==> config.mk <==
export PLATFORM = sky130hd
export DESIGN_NAME = big_sub_serial
export DESIGN_NICKNAME = d
export VERILOG_FILES = /design/src/rtl/big_arith_pkg.sv /design/src/rtl/big_sub_serial_limb_sub.sv /design/src/rtl/big_sub_serial.sv
export SDC_FILE = /design/constraint.sdc
export NUM_CORES = 1
export LEC_CHECK = 0
export ABC_AREA = 1
export BUFFER_PORTS_ARGS = -buffer_cell sky130_fd_sc_hd__buf_2
export CORE_MARGIN = 1
export CORE_UTILIZATION = 35
export DETAILED_ROUTE_END_ITERATION = 6
export GPL_ROUTABILITY_DRIVEN = 0
export PLACE_DENSITY = 0.56
export RECOVER_POWER = 25
export SLEW_MARGIN = 20
export SYNTH_ARGS = -nofsm -noshare
export SYNTH_HDL_FRONTEND = slang
export SYNTH_HIERARCHICAL = 1
export SYNTH_SLANG_ARGS = --single-unit
==> constraint.sdc <==
create_clock -name clk -period 34.6 [get_ports clk]
set_input_delay 5.19 -clock clk [delete_from_list [all_inputs] [get_ports clk]]
set_output_delay 5.19 -clock clk [all_outputs]
set_load 0.005 [all_outputs]
==> src/rtl/big_arith_pkg.sv <==
// -----------------------------------------------------------------------------
// big_arith_pkg
//   Shared types and constants for the big-integer datapath blocks.
//   LIMB_W      : default limb width in bits
//   limb_t      : one limb of an operand
//   sub_state_t : control states of the limb-serial subtractor
// -----------------------------------------------------------------------------
package big_arith_pkg;

   localparam int unsigned LIMB_W = 16;

   typedef logic [LIMB_W-1:0] limb_t;

   typedef enum logic [1:0] {
      IDLE = 2'd0,
      RUN  = 2'd1,
      DONE = 2'd2
   } sub_state_t;

endpackage

==> src/rtl/big_sub_serial_limb_sub.sv <==
// -----------------------------------------------------------------------------
// limb_sub
//   Combinational single-limb subtractor with borrow in/out.
//   Ports:
//     a    in  W  minuend limb
//     b    in  W  subtrahend limb
//     bin  in  1  borrow from the next-lower limb
//     d    out W  difference limb, a - b - bin mod 2^W
//     bout out 1  borrow into the next-higher limb
// -----------------------------------------------------------------------------
module limb_sub
   import big_arith_pkg::*;
#(
   parameter int unsigned W = LIMB_W
) (
   input  logic [W-1:0] a,
   input  logic [W-1:0] b,
   input  logic         bin,
   output logic [W-1:0] d,
   output logic         bout
);

   logic [W:0] t;

   // One extra bit catches the borrow as the sign of the widened result.
   always_comb begin
      t    = {1'b0, a} - {1'b0, b} - {{W{1'b0}}, bin};
      d    = t[W-1:0];
      bout = t[W];
   end

endmodule

==> src/rtl/big_sub_serial.sv <==
// -----------------------------------------------------------------------------
// big_sub_serial
//   Limb-serial WIDTH-bit subtractor: diff = x - y mod 2^WIDTH, one LIMB_W
//   limb per cycle, least-significant limb first, ripple borrow between cycles.
//   Operands accepted at edge k produce out_valid after edge k+NLIMB.
//
//   Optional feature macro: BIG_SUB_SELF_CHECK_EN
//     defined   : nok flags a mismatch between the serial result and a native
//                 (WIDTH+1)-bit subtraction, valid alongside out_valid
//     undefined : nok is constant 0 and no wide subtractor exists
//
//   Ports:
//     clk        in   1      clock, all state on posedge
//     rst        in   1      synchronous active-high reset
//     in_valid   in   1      x, y valid
//     in_ready   out  1      operands can be accepted (IDLE only)
//     x          in   WIDTH  minuend
//     y          in   WIDTH  subtrahend
//     out_valid  out  1      diff/borrow/nok valid
//     out_ready  in   1      consumer takes the result
//     diff       out  WIDTH  x - y mod 2^WIDTH
//     borrow     out  1      1 iff x < y (unsigned)
//     nok        out  1      self-check mismatch flag
// -----------------------------------------------------------------------------
module big_sub_serial
   import big_arith_pkg::*;
#(
   parameter int unsigned WIDTH  = 256,
   parameter int unsigned LIMB_W = big_arith_pkg::LIMB_W
) (
   input  logic             clk,
   input  logic             rst,
   input  logic             in_valid,
   output logic             in_ready,
   input  logic [WIDTH-1:0] x,
   input  logic [WIDTH-1:0] y,
   output logic             out_valid,
   input  logic             out_ready,
   output logic [WIDTH-1:0] diff,
   output logic             borrow,
   output logic             nok
);

   localparam int unsigned NLIMB = WIDTH / LIMB_W;
   localparam int unsigned IDX_W = (NLIMB > 1) ? $clog2(NLIMB) : 1;
   localparam logic [IDX_W-1:0] IDX_LAST = IDX_W'(NLIMB - 1);

   sub_state_t                   state;
   logic [NLIMB-1:0][LIMB_W-1:0] x_q;
   logic [NLIMB-1:0][LIMB_W-1:0] y_q;
   logic [NLIMB-1:0][LIMB_W-1:0] diff_q;
   logic [IDX_W-1:0]             idx;
   logic                         b_q;

   logic [LIMB_W-1:0]            d_limb;
   logic                         bout;

   // Single limb subtractor shared across all limbs, steered by idx.
   limb_sub #(
      .W (LIMB_W)
   ) u_limb_sub (
      .a    (x_q[idx]),
      .b    (y_q[idx]),
      .bin  (b_q),
      .d    (d_limb),
      .bout (bout)
   );

   always_ff @(posedge clk) begin
      if (rst) begin
         state     <= IDLE;
         in_ready  <= 1'b1;
         out_valid <= 1'b0;
         diff_q    <= '0;
         b_q       <= 1'b0;
         idx       <= '0;
      end else begin
         case (state)
            IDLE: begin
               if (in_valid && in_ready) begin
                  x_q      <= x;
                  y_q      <= y;
                  idx      <= '0;
                  b_q      <= 1'b0;
                  diff_q   <= '0;
                  in_ready <= 1'b0;
                  state    <= RUN;
               end
            end
            RUN: begin
               diff_q[idx] <= d_limb;
               b_q         <= bout;
               // idx parks on the last limb instead of wrapping.
               if (idx == IDX_LAST) begin
                  out_valid <= 1'b1;
                  state     <= DONE;
               end else begin
                  idx <= idx + 1'b1;
               end
            end
            DONE: begin
               // in_ready rises only after the handshake edge, never with it.
               if (out_ready) begin
                  out_valid <= 1'b0;
                  in_ready  <= 1'b1;
                  state     <= IDLE;
               end
            end
            default: begin
               state     <= IDLE;
               in_ready  <= 1'b1;
               out_valid <= 1'b0;
            end
         endcase
      end
   end

   assign diff   = diff_q;
   assign borrow = b_q;

`ifdef BIG_SUB_SELF_CHECK_EN
   logic [NLIMB-1:0][LIMB_W-1:0] diff_next;
   logic                         nok_q;

   // Result as it will be after the final RUN edge, so the compare lines up
   // with out_valid rising.
   always_comb begin
      diff_next      = diff_q;
      diff_next[idx] = d_limb;
   end

   always_ff @(posedge clk) begin
      if (rst) begin
         nok_q <= 1'b0;
      end else if (state == RUN && idx == IDX_LAST) begin
         nok_q <= ({bout, diff_next} != ({1'b0, x_q} - {1'b0, y_q}));
      end else if (state == DONE && out_ready) begin
         nok_q <= 1'b0;
      end
   end

   assign nok = nok_q;
`else
   assign nok = 1'b0;
`endif

endmodule

# After elaboration in Yosys (flattened, before gate mapping)

Cells that the tools add are included.

Register bits: 777
Input bits: 516
Logic and storage cells: 101

$add $sub $neg: 3
$lt $le $gt $ge: 2
Equal/unequal tests: 7
Muxes and demuxes: 23
Bitwise operators: 3
Reduce and logical (&&, ||, !) cells: 10

Operators with widths:

| kind                                                              | count |
|---|---|
| one-hot mux 256 bit (2 select lines)                              | 1 |
| bitwise mux 256 bit                                               | 1 |
| two-way mux 256 bit                                               | 1 |
| binary-select mux 16 bit (select 4 bit)                           | 2 |
| demux 16 bit (select 4 bit)                                       | 1 |
| two-way mux 16 bit                                                | 3 |
| subtractor 16 x 16 -> 17 bit                                      | 1 |
| subtractor 17 x 1 -> 17 bit                                       | 1 |
| AND reduction 3 bit                                               | 5 |
| two-way mux 4 bit                                                 | 2 |
| inequality test 2 bit, second input constant                      | 4 |
| one-hot mux 4 bit (2 select lines)                                | 1 |
| two-way mux 2 bit                                                 | 3 |
| one-hot mux 1 bit (3 select lines)                                | 2 |
| one-hot mux 2 bit (3 select lines)                                | 1 |
| < comparator 4 x 5 -> 1 bit, second input constant                | 1 |
| adder 4 x 1 -> 4 bit, second input constant                       | 1 |
| equality test 4 bit, second input constant                        | 1 |
| greater-or-equal comparator 4 x 1 -> 1 bit, second input constant | 1 |
| two-way mux 1 bit                                                 | 4 |
| inverter 1 bit                                                    | 3 |
| equality test 2 x 1 -> 1 bit, second input constant               | 1 |
| equality test 2 bit, second input constant                        | 1 |
| logical AND 1 bit                                                 | 2 |
| other kinds (4)                                                   | 4 |

# Logic depth before layout (Yosys ltp)

Depth after elaboration: 6
Mapped depth: 28
Mapped depth without buffers: 25

# By module

Netlist, hierarchy kept.

Modules (own cells, without submodules):

| module         | times used | cells each | area each (sq um) | seq. area each (sq um) |
|---|---|---|---|---|
| big_sub_serial | 1          | 3578       | 32553.7           | 20679.8 |
| limb_sub       | 1          | 265        | 1411.4            | 0.0 |

# Least setup slack after synthesis

OpenSTA, ideal clock, no wires.

Kind: input to register
Start point: input port in_valid
End point: register x_q[0] in the netlist's numbering, enable pin
Arrival: 26.912 ns
Slack: 6.291 ns
Stages on the path: 6
Path through: nand2_1 -> inv_1 -> nand2_1 -> buf_2 -> buf_2 -> nor2_1

Word-level cells in the longest chain between the ends: 2

RTL lines:

| element                       | RTL line             | source |
|---|---|---|
| start, declared               | big_sub_serial.sv:33 | `input logic in_valid,` |
| logical AND 1 bit             | big_sub_serial.sv:80 | `if (in_valid && in_ready) begin` |
| AND reduction 3 bit (no line) | --                   |  |
| end signal, assigned          | big_sub_serial.sv:81 | `x_q <= x;` |
| end, declared                 | big_sub_serial.sv:49 | `logic [NLIMB-1:0][LIMB_W-1:0] x_q;` |

No other way between the ends.
A chain may end at the register's enable or synchronous reset.

# Worst setup path in the final report

Start point: input port in_valid
End point: register x_q[214] in the netlist's numbering, enable pin

Same word-level chain as after synthesis.

==> flow_summary.yaml <==
grt:
  grt_max_degree: 162
  antenna_found_initial: 40
  grt_pass1_wl_um: 169400
  grt_use_total_pct: 23.50
  grt_overflow: 0
  grt_pass1_vias: 25880
worst_hold_path:
  hold_path.class: "reg -> reg"
  whs_path_depth: 2
  hold_path_end: "out_valid"
  hold_path_startpoint: "out_valid"
drt:
  vias: 27490
  viasPerCell: 4.673
  ant_nets: 0
  wirelength_um: 118600
  drc: 2
  wl_per_cell_um: 20.16
  firstDrtPassIters: 7
  drt_iter0_markers: 2419
synthesis:
  synth_cells: 3843
  ys_types: 28
  netlist_area_um2: 33970
  seq_area_frac_synth_pct: 60.89
  syn_avg_cell_area_um2: 8.838
  synth_edf_count: 512
  syn_nets: 4395
  muxShareOfSynthArea_pct: 0
  ys_ff_latch: 777
  synth_compound_area_share_pct: 4.074
  synthAdderAreaFrac_pct: 1.370
  synth-main-ff-cell: "edfxtp_1"
  synthSimpleGateAreaFrac_pct: 22.83
  yosys_warnings: 6
  synth_top_family_by_area: "simple AND/OR/NAND/NOR gates"
  ys_async_sr_fraction_pct: 0
  synth-xor-area-share_pct: 0.1805
floorplan:
  placementRows: 113
  die_area_um2: 98290
  dieHeight_um: 313.5
  die_w_um: 313.5
  pin_count: 776
  start_util_pct: 35.54
  coreArea_um2: 95580
timing:
  fin_skew_ns: 0.04157
  worst_pin_slew_ns: 1.157
  fin_hold_ws_ns: 0.4446
  tns_ns: 0
  finalCritPeriodShare_pct: 24.84
  clock.fmax_ghz: 0.1163
  slew_headroom_pct: 22.86
  finalMaxSlewViolations: 0
  hold_violations: 0
  finalSetupViolCount: 0
  post-route-min-period_ns: 8.595
  rsz0062_at_grt: "false"
place:
  hpwl_um: 82920
  dp.cells: 5706
  port-buffer-count: 774
cells_and_area:
  layout-drive-gt1-share_pct: 20.80
  fillers: 9677
  area_growth_pct: 22.65
  stdcell_count: 5883
  layout.nets: 5083
worst_setup_path:
  slowest_delay_ns: 0.90
  reg2reg_to: "diff[57]"
  cpMostUsedCell: "buf_4"
  critPathTopFamily: "buffers and inverters"
  path_cells: "buf_2 > nand2_1 > inv_1 > nand2_4 > nor2_4 > buf_4 > buf_4 > buf_4"
  path_depth: 8
  path_buf_inv: 5
  crit_slowest_cell: "buf_4"
  worst_r2r_startpoint: "idx[0]"
  r2r_slack_ns: 28.11
  cp.arrival_ns: 8.89
  cp-start-kind: "input port"
  path_class: "in -> reg"
  cp-end-kind: "flip-flop"
  r2r_cells: 25
  crit_required_ns: 34.89
  crit_fanout: 78
clock_tree:
  clock_latency_ns: 0.68
  postCtsResizedCells: 0
  cts_setup_buffers: 0
  hold_buffers: 0
  clock_path_buffers: 3
  cts_root_buffer: "clkbuf_16"
  cts_max_level: 3
  clock_sink_count: 777
  clk_pin_slew_ns: 0.06
  numCtsBuffers: 88
  tritoncts: "yes"
flow_run:
  maxCapViolCount: 0
power_and_ir_drop:
  p_leak_nw: 19.42
  peakVddDrop_mv: 0.05738
  power_mw: 2.639
  p_per_area_nw_per_um2: 63.34
status:
  outcome: "complete, but fails checks"
  violations: "DRC"
==> layer usage <==
metal	GRT usage [%]	part of all wire [%]	up-vias
li1	-	-	13490
met1	28.90	41	12680
met2	40.22	49	1027
met3	4.948	6.5	259
met4	9.146	4.1	38
met5	0	0.19	-
==> worst max-delay path by stage <==
stage,end,slack (ns),startpoint
finish,x_q[214],26.00,in_valid
global route,x_q[218],25.77,in_valid
CTS,x_q[218],26.05,in_valid
detailed placement,x_q[218],25.31,in_valid
global placement,y_q[108],25.33,in_valid
floorplan,x_q[0],6.29,in_valid
==> report_power, final <==
group	internal, mW	leakage (nW)	switching [mW]
clock network	0.542	1.40	0.398
logic	0.152	11.2	0.501
registers	1.03	6.86	0.0150
==> kinds of logic (layout without fill, tap and decap cells) <==
family	Yosys count	after routing
and+or+nand+nor	1832	1832
other	1	19
DFF	777	777
xor gates and xnor gates	7	7
AOI/OAI and AO/OA	276	276
buffers and inverters	914	1671
adders and majority gates	36	36
==> layout by cell type, fill, tap and decap left out, types with 4 or more instances in the layout <==
cell | synthesis | final
clkinv_2 | 0 | 15
nor2_4 | 7 | 8
ha_1 | 34 | 34
bufinv_16 | 0 | 8
xor2_2 | 0 | 7
a21oi_1 | 271 | 271
dfxtp_1 | 265 | 263
nand2_2 | 17 | 17
nand3_4 | 9 | 9
inv_2 | 17 | 17
inv_4 | 3 | 4
diode_2 | 0 | 18
clkinv_1 | 1 | 16
clkbuf_1 | 106 | 62
edfxtp_1 | 512 | 512
nor2_1 | 29 | 28
nand2_1 | 1267 | 1266
buf_2 | 71 | 727
nand3_1 | 495 | 495
buf_4 | 4 | 27
clkbuf_16 | 0 | 89
inv_1 | 689 | 688
nor3_2 | 4 | 4
==> per-stage QoR <==
stage / cell area, um^2 / utilization, % / worst slack (ns)
2_1_floorplan: 33970 / - / 6.291
3_3_place_gp: 38790 / 40.59 / 25.33
3_5_place_dp: 38790 / 40.59 / 25.31
4_1_cts: 41670 / 43.60 / 26.05
5_1_grt: 41640 / 43.57 / 25.77
6_report: 41660 / 43.59 / 26.00
==> synth_stat cells, types with 17 or more instances <==
cell	count	area share, %
dfxtp_1	265	16
ha_1	34	1.3
nor2_1	29	0.32
clkbuf_1	106	1.2
inv_2	17	0.19
a21oi_1	271	4.0
buf_2	71	1.0
edfxtp_1	512	45
nand2_2	17	0.31
nand3_1	495	7.3
nand2_1	1267	14
inv_1	689	7.6
==> final cells by class <==
class	instances	area (um^2)	area share, %
multi-input combinational	2152	9736	23.37
antenna	18	45.04	0.1081
clock inverter	51	549.3	1.319
inverter	710	2685	6.445
tap	1265	1583	3.799
clock buffer	108	2328	5.589
timing repair buffer	802	4045	9.710
sequential	777	20690	49.66
==> worst register-to-register path: cells and delay by family, from the launching register on <==
family	cells	cell delay (ns)
DFF	1	0.48
buffers and inverters	6	2.41
and+or+nand+nor	15	2.59
adders and majority gates	2	0.67
AOI/OAI and AO/OA	2	0.25
==> registers in the layout (all words and copies together), names as in the netlist <==
signal     cells
in_ready       1
x_q          256
diff         256
out_valid      1
idx            4
y_q          256
borrow         1
state          2
(Power assumes the default switching activity.)
